$ cat src/rtl/rr_arbiter_4way_pkg.sv
// Shared definitions for the 4-way round-robin arbiter: sizes, FSM states,
// reset pointer and a one-hot decode helper.
package rr_arb_defs;

    localparam int unsigned NUM_REQ = 4;
    localparam int unsigned IDX_W   = 2;

    typedef enum logic {
        IDLE  = 1'b0,
        GRANT = 1'b1
    } state_t;

    // Pointer starts at the last client so client 0 has first priority.
    localparam logic [IDX_W-1:0] PTR_RST = 2'd3;

    function automatic logic [NUM_REQ-1:0] onehot(input logic [IDX_W-1:0] i);
        logic [NUM_REQ-1:0] v;
        v    = '0;
        v[i] = 1'b1;
        return v;
    endfunction

endpackage

$ cat src/rtl/rr_arbiter_4way_picker.sv
// Circular priority search: first unmasked requester at or after 'start',
// wrapping around all four positions.
module rr_priority_picker
    import rr_arb_defs::*;
(
    input  logic [NUM_REQ-1:0] req,
    input  logic [IDX_W-1:0]   start,
    input  logic [NUM_REQ-1:0] mask,
    output logic [IDX_W-1:0]   idx,
    output logic               found
);

    logic [NUM_REQ-1:0] cand;
    logic [IDX_W-1:0]   pos;

    always_comb begin
        cand  = req & ~mask;
        idx   = '0;
        found = 1'b0;
        pos   = '0;
        for (int unsigned k = 0; k < NUM_REQ; k++) begin
            pos = start + IDX_W'(k);
            if (!found && cand[pos]) begin
                idx   = pos;
                found = 1'b1;
            end
        end
    end

endmodule

$ cat src/rtl/rr_arbiter_4way.sv
// Four-requester round-robin arbiter with registered one-hot grant, encoded
// owner index, and a tenure cap of MAX_HOLD cycles while others wait.
module rr_arbiter_4way
    import rr_arb_defs::*;
#(
    parameter int unsigned MAX_HOLD = 8,
    parameter int unsigned CNT_W    = 4
)
(
    input  logic               clk,
    input  logic               reset_n,
    input  logic [NUM_REQ-1:0] req,
    output logic [NUM_REQ-1:0] gnt,
    output logic [IDX_W-1:0]   gnt_id,
    output logic               gnt_valid
);

    state_t             state_q, state_nx;
    logic [IDX_W-1:0]   last_q, last_nx;
    logic [IDX_W-1:0]   id_q, id_nx;
    logic [CNT_W-1:0]   cnt_q, cnt_nx;

    logic [IDX_W-1:0]   pick_idx;
    logic               pick_found;
    logic [NUM_REQ-1:0] pick_mask;

    // While granting, the owner is excluded so handover and preemption both
    // land on the next other requester after it; when idle nobody is masked.
    assign pick_mask = (state_q == GRANT) ? onehot(id_q) : '0;

    rr_priority_picker u_picker (
        .req   (req),
        .start (last_q + 2'd1),
        .mask  (pick_mask),
        .idx   (pick_idx),
        .found (pick_found)
    );

    always_ff @(posedge clk) begin
        if (!reset_n) begin
            state_q <= IDLE;
            last_q  <= PTR_RST;
            id_q    <= '0;
            cnt_q   <= '0;
        end else begin
            state_q <= state_nx;
            last_q  <= last_nx;
            id_q    <= id_nx;
            cnt_q   <= cnt_nx;
        end
    end

    always_comb begin
        state_nx = state_q;
        last_nx  = last_q;
        id_nx    = id_q;
        cnt_nx   = cnt_q;
        unique case (state_q)
            IDLE: begin
                if (pick_found) begin
                    state_nx = GRANT;
                    last_nx  = pick_idx;
                    id_nx    = pick_idx;
                    cnt_nx   = CNT_W'(1);
                end
            end
            GRANT: begin
                if (!req[id_q]) begin
                    if (pick_found) begin
                        last_nx = pick_idx;
                        id_nx   = pick_idx;
                        cnt_nx  = CNT_W'(1);
                    end else begin
                        state_nx = IDLE;
                    end
                end else if (cnt_q == CNT_W'(MAX_HOLD) && pick_found) begin
                    last_nx = pick_idx;
                    id_nx   = pick_idx;
                    cnt_nx  = CNT_W'(1);
                end else if (cnt_q != CNT_W'(MAX_HOLD)) begin
                    cnt_nx = cnt_q + CNT_W'(1);
                end
            end
            default: state_nx = IDLE;
        endcase
    end

    always_comb begin
        gnt_valid = (state_q == GRANT);
        gnt_id    = id_q;
        gnt       = gnt_valid ? onehot(id_q) : '0;
    end

endmodule

$ cat config.mk
export PLATFORM = sky130hd
export DESIGN_NAME = rr_arbiter_4way
export DESIGN_NICKNAME = d
export VERILOG_FILES = /design/src/rtl/rr_arbiter_4way_pkg.sv /design/src/rtl/rr_arbiter_4way_picker.sv /design/src/rtl/rr_arbiter_4way.sv
export SDC_FILE = /design/constraint.sdc
export NUM_CORES = 1
export LEC_CHECK = 0
export CAP_MARGIN = 15
export CORE_MARGIN = 5
export CORE_UTILIZATION = 45
export DETAILED_ROUTE_END_ITERATION = 10
export PLACE_DENSITY_LB_ADDON = 0.1
export SYNTH_ARGS = -nofsm -noshare
export SYNTH_HDL_FRONTEND = slang
export SYNTH_SLANG_ARGS = --single-unit
$ cat constraint.sdc
create_clock -name clk -period 1.51 [get_ports clk]
set_input_delay 0.302 -clock clk [delete_from_list [all_inputs] [get_ports clk]]
set_output_delay 0.302 -clock clk [all_outputs]
set_load 0.005 [all_outputs]
==> metrics, run 1 <==
ys flop type dfxtp_1; worst-path fanout max 4; Routed WL per cell 15.0 µm; async set or reset register ratio after synthesis 0%; synth unique cells 40; largest net degree at the start of global routing 11; 1st-iter DRT viols 18; Synth area leaders dfxtp_1 25%, o211ai_1 5.2%, nor2_1 4.7%; CP endpoint kind flop; Initial Util 47.5%; Vias/cell 5.84; dpl cells 138; EDFF count, synth 0; Relative slew margins 81.3%; maximum buffer depth of the clock tree 2; Die H 49.9 µm; Seq pwr share 28.6%; Vias 858; Crit path max-delay family compound AO/OA/AOI/OAI gates; Setup Viol. Count Final 1; power share of the clock group 15.8%; Pwr Density 995 nW/µm²; root buf cell clkbuf_4; clk slew on worst S/H paths 60 ps; Synth area leader dfxtp_1; crit path DAT 1690 ps; synth-to-layout area growth 59.8%; Slew Limit Fails 0; worst-margin pin slew 280 ps; Clock Latency Late Sink 250 ps; sw power 418 µW; Crit path required time 1650 ps; first-pass GRT wire length 3750 µm; Hold Slack 490 ps; Comb pwr share 55.6%; vias in the first global route 892; antenna cells 0; Placed Area 1020 µm²; post-synthesis sequential area ratio 25.2%; Leak 0.489 nW; fraction of layout instances using a drive strength above 1 44.3%; share of the synthesized area in the top cell type 25.2%; Die Area 2490 µm²; crit path kind flop to flop; GRT Residual Overflow 0; final cell count without fillers 147; crit share post-route 102%; std cell rows 14; Hold Vio Cnt, Final 0; synthesized flop and latch total 9; drt drc 0; clock period minus final worst setup slack 1540 ps; post-route design area 1140 µm²; Total Power 1.14 mW; Setup Skew 6.93 ps; H-tree Lvls 1; CTS Buf Count 3; final net count 140; first-pass iteration count of the detailed router 4; Post-DP HPWL 1620 µm; DRT Wirelength 2200 µm; CORE AREA 1510 µm²; max incr delay on CP 350 ps; most frequent cells in the layout 23 x buf_4, 7 x nor2_1, 6 x nand2_1, 6 x dlygate4sd2_1; post-synthesis cell count 91; max frequency 648 MHz; initial antenna violation count 0; Mapped Area 716 µm²; final core occ 75.9%; # port buffers 12; Routed Antenna Nets 0; slowest CP cell dfxtp_2; crit-path cells buf_6 -> mux2_4 -> o22a_4 -> or2_4 -> o211ai_1 -> a21oi_1; setup_tns -33.9 ps; CP Launch Type flop; outcome finished with violations; commonest non-fill, non-tap cell in the layout buf_4; Hold Crit Class flop to flop; DP Worst Slack -481 ps; FILL cells 115; # IOs 13; Int Pwr 721 µW; Clock Sinks 9; Max Cap Viol 0; global-route usage over all layers 18.6%; Final Wtd Congestion 0.836; # hold bufs at CTS 0; Synthesis Warnings 0; CTS tree built; maximum resistive drop on vdd 0.000774 V; RSZ-0062 raised after global routing true; Critical path buffers and inverters 1; Syn Nets 99; failing checks negative setup slack; Sw Ratio 36.7%; Mean Syn Cell Area 7.86 µm²; chip width 49.9 µm; setup ws final -33.9 ps
## flip-flops by register name (all words and copies together) (netlist names)
register   flops
cnt_q          4
gnt_id         2
last_q         2
gnt_valid      1
## tightest hold or removal path: stages (launching register included)
cell and delay (ps):
dfxtp_1 330, o2111ai_1 70, nand2_1 50
## logic make-up (layout without fill, tap and decap cells)
logic type	Yosys count	after routing	synth area share, %
and+or+nand+nor	34	34	26.6
muxes	4	4	5.77
buffers and inverters	9	49	6.12
xor gates and xnor gates	1	1	1.22
adders and majority gates	2	2	3.50
DFF	9	9	25.2
AOI/OAI and AO/OA	32	32	31.6
## synthesized netlist by cell type, types with 2 or more instances
| cell type | number |
|---|---|
| dfxtp_1 | 9 |
| nor2_1 | 9 |
| a21oi_1 | 6 |
| nand2_1 | 6 |
| nand3_1 | 5 |
| o211ai_1 | 5 |
| o21ai_1 | 5 |
| inv_1 | 4 |
| mux2i_1 | 3 |
| a211oi_1 | 2 |
| a31oi_1 | 2 |
| and3_1 | 2 |
| buf_2 | 2 |
| ha_1 | 2 |
| nand2_4 | 2 |
| nor2b_1 | 2 |
| o21ai_0 | 2 |
## repair_timing
item / in CTS / in global routing
buffers inserted: 4 / 1
pin swaps: 11 / 4
endpoints found under the setup margin: 16 / 12
resized for setup: 27 / 19
## final timing paths
path / start / to / slack (ps) / depth (start not counted)
setup / recovery: gnt_id[0] / cnt_q[1] / -30 / 6
hold / removal: cnt_q[2] / cnt_q[2] / 490 / 2
setup reg to reg: gnt_id[0] / cnt_q[1] / -30 / 6
hold reg to reg: cnt_q[2] / cnt_q[2] / 490 / 2
## per-layer routing
metal / vias up / global-route usage, % / share of wire [%]
met1: 400 / 20.5 / 41
met4: 0 / 7.86 / 2.2
li1: 419 / - / -
met2: 31 / 33.3 / 51
met3: 8 / 4.22 / 6.0
met5: - / 0 / 0
## cell type report
class,instances,area (µm²),area share [%]
timing repair buffer,40,325,28.4
sequential,9,190,16.6
clock buffer,4,26.3,2.30
tap,16,20.0,1.75
multi-input combinational,73,563,49.2
inverter,5,18.8,1.64
## power groups by stage
stage	logic, mW	registers (mW)	clock network [mW]
final	0.633	0.326	0.179
after global routing	0.686	0.332	0.212
after CTS	0.578	0.320	0.186
after detailed placement	0.520	0.334	0
after global placement	0.510	0.333	0
after floorplan	0.306	0.306	0
No activity file was read; power rests on OpenSTA's default activity.
==> inputs of run 2 (changes only) <==
--- a/config.mk
+++ b/config.mk
@@ -6,8 +6,8 @@
 export NUM_CORES = 1
 export LEC_CHECK = 0
 export CAP_MARGIN = 15
-export CORE_MARGIN = 5
 export CORE_UTILIZATION = 45
+export CTS_CLUSTER_DIAMETER = 80
 export DETAILED_ROUTE_END_ITERATION = 10
 export PLACE_DENSITY_LB_ADDON = 0.1
 export SYNTH_ARGS = -nofsm -noshare
==> metrics, run 2 (same netlist as run 1, synthesis figures left out) <==
# IOs 13 (unchanged); clk slew on worst S/H paths 70 ps (was 60 ps); commonest non-fill, non-tap cell in the layout buf_4 (unchanged); maximum resistive drop on vdd 0.000713 V (was 0.000774 V); vias in the first global route 830 (was 892); root buf cell clkbuf_4 (unchanged); most frequent cells in the layout 20 x buf_4, 8 x nor2_1, 7 x dlygate4sd2_1 (was 23 x buf_4, 7 x nor2_1, 6 x nand2_1, 6 x dlygate4sd2_1); Max Cap Viol 0 (unchanged); Clock Sinks 9 (unchanged); CP endpoint kind flop (unchanged); fraction of layout instances using a drive strength above 1 42.9% (was 44.3%); Pwr Density 1020 nW/µm² (was 995 nW/µm²); Die Area 1750 µm² (was 2490 µm²); synth-to-layout area growth 51.7% (was 59.8%); CTS Buf Count 3 (unchanged); first-pass iteration count of the detailed router 4 (unchanged); HP Start cnt_q[2] (unchanged); setup_tns -4.28 ps (was -33.9 ps); RSZ-0062 raised after global routing true (unchanged); clock period minus final worst setup slack 1510 ps (was 1540 ps); CORE AREA 1490 µm² (was 1510 µm²); max reg flops 4 (unchanged); global-route usage over all layers 24.8% (was 18.6%); first-pass GRT wire length 3470 µm (was 3750 µm); Vias 834 (was 858); initial antenna violation count 0 (unchanged); failing checks negative setup slack (unchanged); H-tree Lvls 1 (unchanged); Slew Limit Fails 0 (unchanged); Setup Skew 3.80 ps (was 6.93 ps); max frequency 660 MHz (was 648 MHz); crit path DAT 1660 ps (was 1690 ps); DP Worst Slack -404 ps (was -481 ps); Relative slew margins 81.2% (was 81.3%); Total Power 1.11 mW (was 1.14 mW); CTS tree built (unchanged); Comb pwr share 53.0% (was 55.6%); CP Launch Type flop (unchanged); worst-path fanout max 5 (was 4); Placed Area 993 µm² (was 1020 µm²); FF-to-FF End cnt_q[1] (unchanged); Hold Vio Cnt, Final 0 (unchanged); largest net degree at the start of global routing 8 (was 11); setup ws final -4.28 ps (was -33.9 ps); Final Wtd Congestion 0.868 (was 0.836); Die H 41.9 µm (was 49.9 µm); crit share post-route 100% (was 102%); # hold bufs at CTS 0 (unchanged); DRT Wirelength 2120 µm (was 2200 µm); maximum buffer depth of the clock tree 2 (unchanged); Initial Util 48.1% (was 47.5%); GRT Residual Overflow 0 (unchanged); outcome finished with violations (unchanged); reg2reg path depth 5 (was 6); sw power 414 µW (was 418 µW); Int Pwr 693 µW (was 721 µW); worst-margin pin slew 282 ps (was 280 ps); Routed WL per cell 14.9 µm (was 15.0 µm); Worst R2R Start gnt_id[0] (unchanged); Critical path buffers and inverters 0 (was 1); Hold Crit Class flop to flop (unchanged); Clock Latency Late Sink 260 ps (was 250 ps); FILL cells 129 (was 115); flop2flop setup slack -4 ps (was -30 ps); worst hold stages 2 (unchanged); std cell rows 14 (unchanged); hold endpoint cnt_q[2] (unchanged); Crit path max-delay family compound AO/OA/AOI/OAI gates (unchanged); # port buffers 12 (unchanged); power share of the clock group 17.2% (was 15.8%); 1st-iter DRT viols 18 (unchanged); final net count 135 (was 140); Seq pwr share 29.8% (was 28.6%); Setup Viol. Count Final 1 (unchanged); Routed Antenna Nets 0 (unchanged); Leak 0.464 nW (was 0.489 nW); Post-DP HPWL 1540 µm (was 1620 µm); slowest CP cell dfxtp_4 (was dfxtp_2); register with the most flip-flops cnt_q (unchanged); Vias/cell 5.87 (was 5.84); Crit path required time 1660 ps (was 1650 ps); drt drc 0 (unchanged); Sw Ratio 37.4% (was 36.7%); max incr delay on CP 380 ps (was 350 ps); crit path kind flop to flop (unchanged); post-route design area 1090 µm² (was 1140 µm²); chip width 41.9 µm (was 49.9 µm); crit-path cells mux2_4 -> o22a_4 -> or2_4 -> o211ai_1 -> a21oi_1 (was buf_6 -> mux2_4 -> o22a_4 -> or2_4 -> o211ai_1 -> a21oi_1); antenna cells 0 (unchanged)
## run 2: cell count changes in the layout (fill, tap and decap cells not counted), sizes merged
cell,previous run,this run
buf,28,25
clkbuf,8,6
clkdlybuf4s15,1,0
dlygate4sd2,6,7
## run 2: layout make-up
type	instances	area (µm²)	area share, %
multi-input combinational	73	554	51.0
timing repair buffer	35	275	25.3
sequential	9	191	17.6
clock buffer	4	26.3	2.42
tap	16	20.0	1.84
inverter	5	18.8	1.73
## run 2: tightest hold or removal path: stages (launching register included)
cell	delay, ps
dfxtp_1	330
o2111ai_1	70
nand2_1	50
## run 2: worst max-delay path by stage
stage	cells past startpoint	startpoint	slack, ps	end
floorplan	6	gnt_id[0]	-70	cnt_q[1]
global placement	6	req[0]	-390	cnt_q[3]
detailed placement	6	req[3]	-400	cnt_q[1]
CTS	4	gnt_id[0]	-5	gnt[0]
global route	5	gnt_id[0]	-40	cnt_q[1]
finish	5	gnt_id[0]	-4	cnt_q[1]
## run 2: what timing repair did
| item | 4_1_cts | 5_1_grt |
|---|---|---|
| gates resized for setup | 24 | 20 |
| pin swaps | 3 | 7 |
| setup buffers | 3 | 0 |
| endpoints found under the setup margin | 16 | 11 |
| gates cloned | 0 | 0 |
## run 2: per-layer routing
layer  up-vias  global-route usage (%)  share of wire [%]
met5         -                       0                  0
li1        406                       -                  -
met1       399                    29.8                 44
met3         4                    2.61                4.1
met2        25                    44.7                 51
met4         0                    9.68                1.2
## run 2: power by group through the flow
| stage | Clock (mW) | Sequential (mW) | Combinational (mW) |
|---|---|---|---|
| final | 0.191 | 0.330 | 0.587 |
| after global routing | 0.200 | 0.336 | 0.631 |
| after CTS | 0.196 | 0.324 | 0.542 |
| after detailed placement | 0 | 0.331 | 0.522 |
| after global placement | 0 | 0.330 | 0.512 |
| after floorplan | 0 | 0.306 | 0.306 |
## run 2: per-stage QoR
stage	std cells	hold slack (ps)	utilization, %
floorplan	91	374	-
global placement	135	479	66.7
detailed placement	135	490	66.7
CTS	142	498	70.8
global route	142	546	72.9
finish	142	495	72.9
